===== src/rtl/accel_sort_blk.sv =====
`default_nettype none
// ============================================================================
// Module   : accel_sort_blk
// Purpose  : Block-sort accelerator. Keystream-XOR decrypt, insertion sort into
//            a DEPTH-entry register array, then sorted drain with backpressure.
//            Optional decrypt path: define ACCEL_SORT_BLK_DECRYPT_EN.
// Revision : 1.0 - initial release
// ============================================================================
module accel_sort_blk #(
  parameter int DATA_WIDTH = 128,
  parameter int DEPTH      = 8,
  parameter int CNT_WIDTH  = 4
) (
  input  logic                  clk,
  input  logic                  reset,
  input  logic [DATA_WIDTH-1:0] in_data,
  input  logic                  in_valid,
  input  logic                  in_last,
  output logic                  in_ready,
  input  logic [DATA_WIDTH-1:0] key_data,
  input  logic                  key_valid,
  output logic                  key_pull,
  input  logic                  no_compare,
  input  logic                  descending,
  output logic [DATA_WIDTH-1:0] out_data,
  output logic                  out_valid,
  input  logic                  out_ready,
  output logic                  busy
);

  typedef enum logic [0:0] {
    S_FILL  = 1'b0,
    S_DRAIN = 1'b1
  } state_t;

  localparam logic [CNT_WIDTH-1:0] c_last_idx = CNT_WIDTH'(DEPTH - 1);
  localparam logic [CNT_WIDTH-1:0] c_one      = CNT_WIDTH'(1);

  state_t                r_state;
  logic [DATA_WIDTH-1:0] r_s      [DEPTH];
  logic [DATA_WIDTH-1:0] w_next_s [DEPTH];
  logic [CNT_WIDTH-1:0]  r_count;
  logic [CNT_WIDTH-1:0]  w_pos;
  logic                  r_nocmp;
  logic                  r_desc;
  logic                  r_out_valid;
  logic                  w_nocmp;
  logic                  w_desc;
  logic                  w_ready;
  logic                  w_accept;
  logic                  w_pop;
  logic [DATA_WIDTH-1:0] w_value;

  assign w_ready = (r_state == S_FILL);
  assign w_pop   = (r_state == S_DRAIN) && out_ready;

`ifdef ACCEL_SORT_BLK_DECRYPT_EN
  assign w_value  = in_data ^ key_data;
  assign w_accept = in_valid && key_valid && w_ready;
  assign key_pull = w_accept;
`else
  logic w_unused_key;
  assign w_unused_key = ^{key_valid, key_data};
  assign w_value      = in_data;
  assign w_accept     = in_valid && w_ready;
  assign key_pull     = 1'b0;
`endif

  // The first record of a block sees the live mode pins; later ones the latched copy.
  assign w_nocmp = (r_count == '0) ? no_compare : r_nocmp;
  assign w_desc  = (r_count == '0) ? descending : r_desc;

  // Array is always sorted, so the count of entries ordered before v is its slot.
  always_comb begin
    w_pos = '0;
    for (int i = 0; i < DEPTH; i++) begin
      if ((CNT_WIDTH'(i) < r_count) &&
          (w_desc ? (r_s[i] >= w_value) : (r_s[i] <= w_value)))
        w_pos = w_pos + c_one;
    end
    if (w_nocmp)
      w_pos = r_count;
  end

  always_comb begin
    for (int i = 0; i < DEPTH; i++) begin
      w_next_s[i] = r_s[i];
      if (w_accept) begin
        if (CNT_WIDTH'(i) == w_pos)
          w_next_s[i] = w_value;
        else if ((CNT_WIDTH'(i) > w_pos) && (CNT_WIDTH'(i) <= r_count))
          w_next_s[i] = r_s[(i > 0) ? i - 1 : 0];
      end else if (w_pop && (i < DEPTH - 1)) begin
        w_next_s[i] = r_s[(i < DEPTH - 1) ? i + 1 : i];
      end
    end
  end

  always_ff @(posedge clk) begin
    if (reset) begin
      r_state     <= S_FILL;
      r_count     <= '0;
      r_nocmp     <= 1'b0;
      r_desc      <= 1'b0;
      r_out_valid <= 1'b0;
      for (int i = 0; i < DEPTH; i++)
        r_s[i] <= '0;
    end else begin
      r_s <= w_next_s;
      case (r_state)
        S_FILL: begin
          if (w_accept) begin
            r_count <= r_count + c_one;
            if (r_count == '0) begin
              r_nocmp <= no_compare;
              r_desc  <= descending;
            end
            if ((r_count == c_last_idx) || in_last) begin
              r_state     <= S_DRAIN;
              r_out_valid <= 1'b1;
            end
          end
        end
        S_DRAIN: begin
          if (out_ready) begin
            r_count <= r_count - c_one;
            if (r_count == c_one) begin
              r_state     <= S_FILL;
              r_out_valid <= 1'b0;
            end
          end
        end
        default: begin
          r_state     <= S_FILL;
          r_out_valid <= 1'b0;
        end
      endcase
    end
  end

  assign in_ready  = w_ready;
  assign out_valid = r_out_valid;
  assign out_data  = r_s[0];
  assign busy      = (r_count != '0);

endmodule
`default_nettype wire


===== config.mk =====
export PLATFORM = sky130hd
export DESIGN_NAME = accel_sort_blk
export DESIGN_NICKNAME = d
export VERILOG_FILES = /design/src/rtl/accel_sort_blk.sv
export SDC_FILE = /design/constraint.sdc
export NUM_CORES = 2
export LEC_CHECK = 0
export CAP_MARGIN = 30
export CORE_MARGIN = 5
export CORE_UTILIZATION = 58
export CTS_BUF_LIST = sky130_fd_sc_hd__clkbuf_4 sky130_fd_sc_hd__clkbuf_8 sky130_fd_sc_hd__clkbuf_16
export DETAILED_ROUTE_END_ITERATION = 16
export GPL_TIMING_DRIVEN = 0
export PLACE_DENSITY = 0.76
export SLEW_MARGIN = 40
export SYNTH_ARGS = -nofsm -noshare
export SYNTH_HDL_FRONTEND = slang
export SYNTH_SLANG_ARGS = --single-unit

===== constraint.sdc =====
create_clock -name clk -period 35.1 [get_ports clk]
set_input_delay 8.775 -clock clk [delete_from_list [all_inputs] [get_ports clk]]
set_output_delay 8.775 -clock clk [all_outputs]
set_load 0.005 [all_outputs]

### Word-level counts from Yosys, hierarchy flattened

Index checks and enable logic that the tools add are counted.

* register bits after elaboration: 1032
* input port bits: 264
* output and inout bits: 132
* word-level logic and storage cells: 176

* add/subtract/negate cells: 9
* $lt $le $gt $ge: 38
* equal/unequal tests: 20
* multiplexer cells: 61
* bitwise logic cells: 1
* reductions and logical operators: 34

Operator list (number)
* 128-bit two-way mux: 29
* 128-bit >= comparator: 8
* 128-bit <= comparator: 8
* 4-bit two-way mux: 9
* 4-bit by 1-bit adder with 4-bit output, second input constant: 7
* 2-bit AND reduction: 10
* 1-bit two-way mux: 19
* 3-bit by 1-bit != test with 1-bit output, second input constant: 6
* 1-bit logical AND: 17
* 3-bit by 4-bit == test with 1-bit output, first input constant: 4
* 3-bit by 4-bit > comparator with 1-bit output, first input constant: 4
* 3-bit by 4-bit <= comparator with 1-bit output, first input constant: 4
* 3-bit by 4-bit < comparator with 1-bit output, first input constant: 4
* 2-bit by 4-bit == test with 1-bit output, first input constant: 2
* 2-bit by 4-bit > comparator with 1-bit output, first input constant: 2
* 2-bit by 4-bit <= comparator with 1-bit output, first input constant: 2
* 4-bit zero test: 2
* 1-bit by 4-bit < comparator with 1-bit output, first input constant: 2
* 2-bit by 4-bit < comparator with 1-bit output, first input constant: 2
* 2-bit by 1-bit != test with 1-bit output, second input constant: 4
* 4-bit one-hot mux with 2 select lines: 1
* 1-bit by 4-bit == test with 1-bit output, first input constant: 1
* 4-bit by 1-bit == test with 1-bit output, second input constant: 1
* 4-bit by 3-bit == test with 1-bit output, second input constant: 1
* 12 further kinds: 14

### Logic depth before layout (Yosys ltp)

* word-level depth: 25
* mapped depth: 52
* gate-level depth less buffers: 50

### Least setup slack after synthesis

OpenSTA, ideal clock, no wires.

* kind: input -> register
* start point: input in_data[65]
* end point: register r_s[775] (netlist bit)
* setup time: 0.117 ns
* data arrival time: 17.031 ns
* data required time: 34.983 ns
* setup slack: 17.952 ns
* cell stages on the path: 48
* path buffers: 3
* path through: inv_1 ha_1 a21oi_1 nor2b_1 o21ai_0 nand2b_1 a21oi_1 nor2b_1 o21ai_0 nand2b_1 a21oi_1 nor3_1 a2111oi_0 o211ai_1 a21oi_1 o21ai_0 xnor2_1 o21a_1 [12 not listed] inv_1 ha_1 inv_1 o21ai_0 or2_2 ha_1 nor2_1 a31o_1 a31oi_1 ha_1 and2_1 o31ai_1 or3b_2 o31ai_4 buf_4 clkbuf_1 a221oi_1 a22o_1

* word-level cells in the longest chain between the ends: 23
* elaborated cells between the ends (all ways): 55
* those cells by class: add/sub (7); order compare (17); eq/ne (2); mux (19); reduce/logical (10)

RTL lines
* start: declaration: RTL line 16 `input logic [DATA_WIDTH-1:0] in_data,`
* 128-bit <= comparator or 128-bit >= comparator (tied branches): RTL line 78 `(w_desc ? (r_s[i] >= w_value) : (r_s[i] <= w_value)))`
* 1-bit two-way mux: RTL line 78
* 1-bit logical AND: RTL line 77 `if ((CNT_WIDTH'(i) < r_count) &&`
* 1-bit two-way mux: RTL line 77
* 1-bit by 1-bit adder with 2-bit output: RTL line 79 `w_pos = w_pos + c_one;`
* 2-bit two-way mux: RTL line 77
* 4-bit by 1-bit adder with 4-bit output: RTL line 79
* 4-bit two-way mux: RTL line 77
* [7 not listed]
* 4-bit two-way mux: RTL line 77
* 4-bit by 1-bit adder with 4-bit output: RTL line 79
* 4-bit two-way mux (*): RTL line 77
* 4-bit two-way mux (*): RTL line 81 `if (w_nocmp)`
* 1-bit by 4-bit > comparator with 1-bit output: RTL line 91 `else if ((CNT_WIDTH'(i) > w_pos) && (CNT_WIDTH'(i) <= r_count))`
* 1-bit logical AND: RTL line 91
* 3-bit by 1-bit != test with 1-bit output (no line)
* 2-bit AND reduction (no line)
* end signal: assignment: RTL line 109 `r_s <= w_next_s;`
* end: declaration: RTL line 40 `logic [DATA_WIDTH-1:0] r_s [DEPTH];`

Every way passes the cells marked *; elsewhere a longest branch is shown, timed or not.
A chain may end at the register's enable or synchronous reset.

### Worst setup path in the final report

* start point: input in_data[65]
* end point: register r_s, in the netlist out_data[61]

* word-level cells in the longest chain between the ends: 22
* elaborated cells between the ends (all ways): 51
* those cells by class: add/sub (7); order compare (16); eq/ne (1); mux (17); reduce/logical (10)

RTL lines
* 128-bit <= comparator or 128-bit >= comparator (tied branches): RTL line 78
* 1-bit two-way mux: RTL line 78
* 1-bit logical AND: RTL line 77
* 1-bit two-way mux: RTL line 77
* 1-bit by 1-bit adder with 2-bit output: RTL line 79
* 2-bit two-way mux: RTL line 77
* 4-bit by 1-bit adder with 4-bit output: RTL line 79
* 4-bit two-way mux: RTL line 77
* [6 not listed]
* 4-bit by 1-bit adder with 4-bit output: RTL line 79
* 4-bit two-way mux: RTL line 77
* 4-bit by 1-bit adder with 4-bit output: RTL line 79
* 4-bit two-way mux (*): RTL line 77
* 4-bit two-way mux (*): RTL line 81
* 4-bit zero test (*): RTL line 89 `if (CNT_WIDTH'(i) == w_pos)`
* 2-bit by 1-bit != test with 1-bit output (no line) (*)
* 2-bit AND reduction (no line) (*)

Marked as above.

==> results.py <==
metrics = {
    "timing": {
        "hold_violations": 0,
        "report.final.setup_viol": 0,
        "min_period_ps": 20850,
        "fmax_mhz": 48.0,
        "fin_worst_skew_ps": 16.0,
        "drv_slew": 0,
        "rsz0062_at_grt": "false",
        "max_slew_margin_pct": 35.8,
        "setup_tns_ps": 0,
        "hold_slack_ps": 510,
        "fin_crit_sh_pct": 59.4,
        "worst_slack_ps": 14250,
        "worstMarginPinSlew_ps": 955,
    },
    "routing": {
        "drt_iter0_markers": 8717,
        "drt-total-wl_um": 287000,
        "antenna_left": 0,
        "routedWlPerCell_um": 27.1,
        "first_pass_iters": 8,
        "post-route-drc-count": 0,
        "viasPerCell": 6.94,
        "vias": 73200,
    },
    "finish": {
        "fin_nets": 10100,
        "syn_to_final_growth_pct": 13.4,
        "drive_gt1_share_pct": 8.75,
        "layoutNonFillerInstCount": 10600,
        "layout_commonest_cell": "ha_1",
        "most-common-layout-cells": "ha_1, dfxtp_1, nand2_1",
    },
    "run": {
        "max_cap_viol_count": 0,
    },
    "global_routing": {
        "gr-usage-met3_pct": 10.6,
        "use_met1_pct": 53.8,
        "met2_usage_pct": 61.4,
        "antenna_found_initial": 26,
        "grt_max_degree": 16,
        "grt_busiest_layer": "met2",
        "grt_usage_pct": 41.4,
        "grt_pass1_vias": 70300,
        "grt-ovfl-total": 0,
        "grt_pass1_wl_um": 427000,
    },
    "synthesis": {
        "synthArstFlopShare_pct": 0,
        "syn-mean-instance-area_um2": 8.63,
        "synth_warnings": 0,
        "synthTopCellsByArea": "dfxtp_1, ha_1, mux2i_1",
        "synth_top_area_share_pct": 28.6,
        "ys_types": 80,
        "synth_cells": 8373,
        "synth_seq_cells": 1032,
        "ys_seq_area_share_pct": 28.6,
        "yosys_most_used_dff": "dfxtp_1",
        "yosys.area.top_type": "dfxtp_1",
        "synth_area_um2": 72200,
        "synth_edf_count": 0,
        "syn-num-nets": 9672,
    },
    "clock_network": {
        "cts.htree.levels": 3,
        "cts_num_sinks": 1032,
        "cts_buffer_depth": 3,
        "insertion_delay_ps": 750,
        "root_buffer": "clkbuf_16",
        "cts_resized": 0,
        "cts_tree": "built",
        "cts_setup_buffers": 0,
        "clk_pin_slew_worst_paths_ps": 60,
        "cts_buffers": 121,
        "hold_buffers": 0,
    },
    "critical_path": {
        "reg2reg_depth": 44,
        "cp-startpoint": "in_data[65]",
        "end_kind": "flip-flop",
        "r2r_start": "r_s[833]",
        "r2r-end": "out_data[61]",
        "worstPathMaxFanout": 13,
        "crit_path_frequent_cell": "ha_1",
        "critPathKind": "in -> reg",
        "start_kind": "input pin",
        "r2r_slack_ps": 23000,
        "cp.arrival_ps": 21430,
        "crit_path_max_incr_delay_ps": 750,
        "crit_end": "out_data[61]",
        "cp_slowest_cell": "a221oi_1",
        "required_ps": 35680,
    },
    "placed_design": {
        "dp_hpwl_um": 220000,
        "dp_cells": 10300,
        "post-place-ws_ps": 14080,
        "io_buffers": 265,
        "place_congestion": 0.976,
    },
    "min_path": {
        "hp-class": "reg -> reg",
        "hold_depth": 2,
    },
    "floorplanning": {
        "die_h_um": 363,
        "fp-row-count": 129,
        "num_io_pins": 396,
        "coreArea_um2": 124000,
        "initial_core_util_pct": 58.4,
        "die_w_um": 363,
        "die-area_um2": 132000,
    },
    "pwr": {
        "power_density_nw_per_um2": 51.3,
        "vdd_drop_max_uv": 48.6,
        "p_leak_uw": 0.0335,
    },
    "run_status": {
        "status": "finished, final reports clean",
    },
}
[worst max-delay path: cells and delay by family]
kind | cells | cell delay, ps
AOI/OAI and AO/OA | 19 | 6080
xor gates and xnor gates | 1 | 100
and+or+nand+nor | 9 | 1500
adders and majority gates | 7 | 2170
buffers and inverters | 10 | 2770
[logic make-up (layout without fill, tap and decap cells)]
logic type	count (synthesis)	in the layout	share of synthesized area (%)
fa+ha+maj	1035	1035	17.9
buf+inv	1120	1628	6.86
compound gates	2583	2583	27.0
flops	1032	1032	28.6
simple gates	2193	2193	13.9
mux	393	393	5.46
xor+xnor	16	16	0.293
other cells	1	44	0.00519
[sequential cells by signal, indices dropped and copies added, names as in the netlist]
name,flops
out_data,128
r_state,1
r_nocmp,1
r_count,4
out_valid,1
r_s,896
r_desc,1
[worst min path at each step]
stage / end / slack (ps) / start
finish: r_s[195] / 510 / r_s[67]
global route: r_s[245] / 530 / r_s[117]
floorplan: r_s[128] / 460 / r_s[0]
global placement: r_s[208] / 480 / r_s[80]
detailed placement: r_s[249] / 490 / r_s[121]
CTS: r_s[249] / 500 / r_s[121]
[synthesized netlist by cell type (257+ instances only)]
library cell / number
ha_1: 1035
dfxtp_1: 1032
nand2_1: 693
nor2_1: 634
a21oi_1: 490
inv_1: 415
mux2i_1: 387
clkbuf_1: 360
nor3_1: 311
o21ai_0: 272
o221ai_1: 258
a22o_1: 257
[power by group]
part / switching (uW) / internal (uW) / total (uW)
logic: 916 / 533 / 1450
registers: 127 / 1270 / 1400
clock network: 549 / 809 / 1360
[layer usage]
| metal | wire length (um) | up-vias |
|---|---|---|
| met5 | 85 | - |
| met4 | 19100 | 12 |
| met3 | 31400 | 891 |
| met2 | 121000 | 4289 |
| met1 | 115000 | 35000 |
| li1 | - | 33000 |
[stage by stage]
| step | utilization (%) | cell area, um^2 | total power (uW) |
|---|---|---|---|
| floorplan | - | 72200 | 2250 |
| global placement | 62.2 | 76900 | 2760 |
| detailed placement | 62.7 | 77600 | 2810 |
| CTS | 66.2 | 81800 | 4150 |
| global route | 66.2 | 81800 | 4350 |
| finish | 66.3 | 81900 | 4200 |
[area by class of cell]
type                    count  area [um^2]
well taps                1637         2050
flip-flops and latches   1032        20700
clock inverters            34          388
clock buffers             190         3860
inverters                 415         1560
diodes                     43          108
fillers                 10500        41700
repair buffers            284         3070
plain buffers             705         3480
multi-input cells        6221        46800
(Power assumes the default switching activity.)
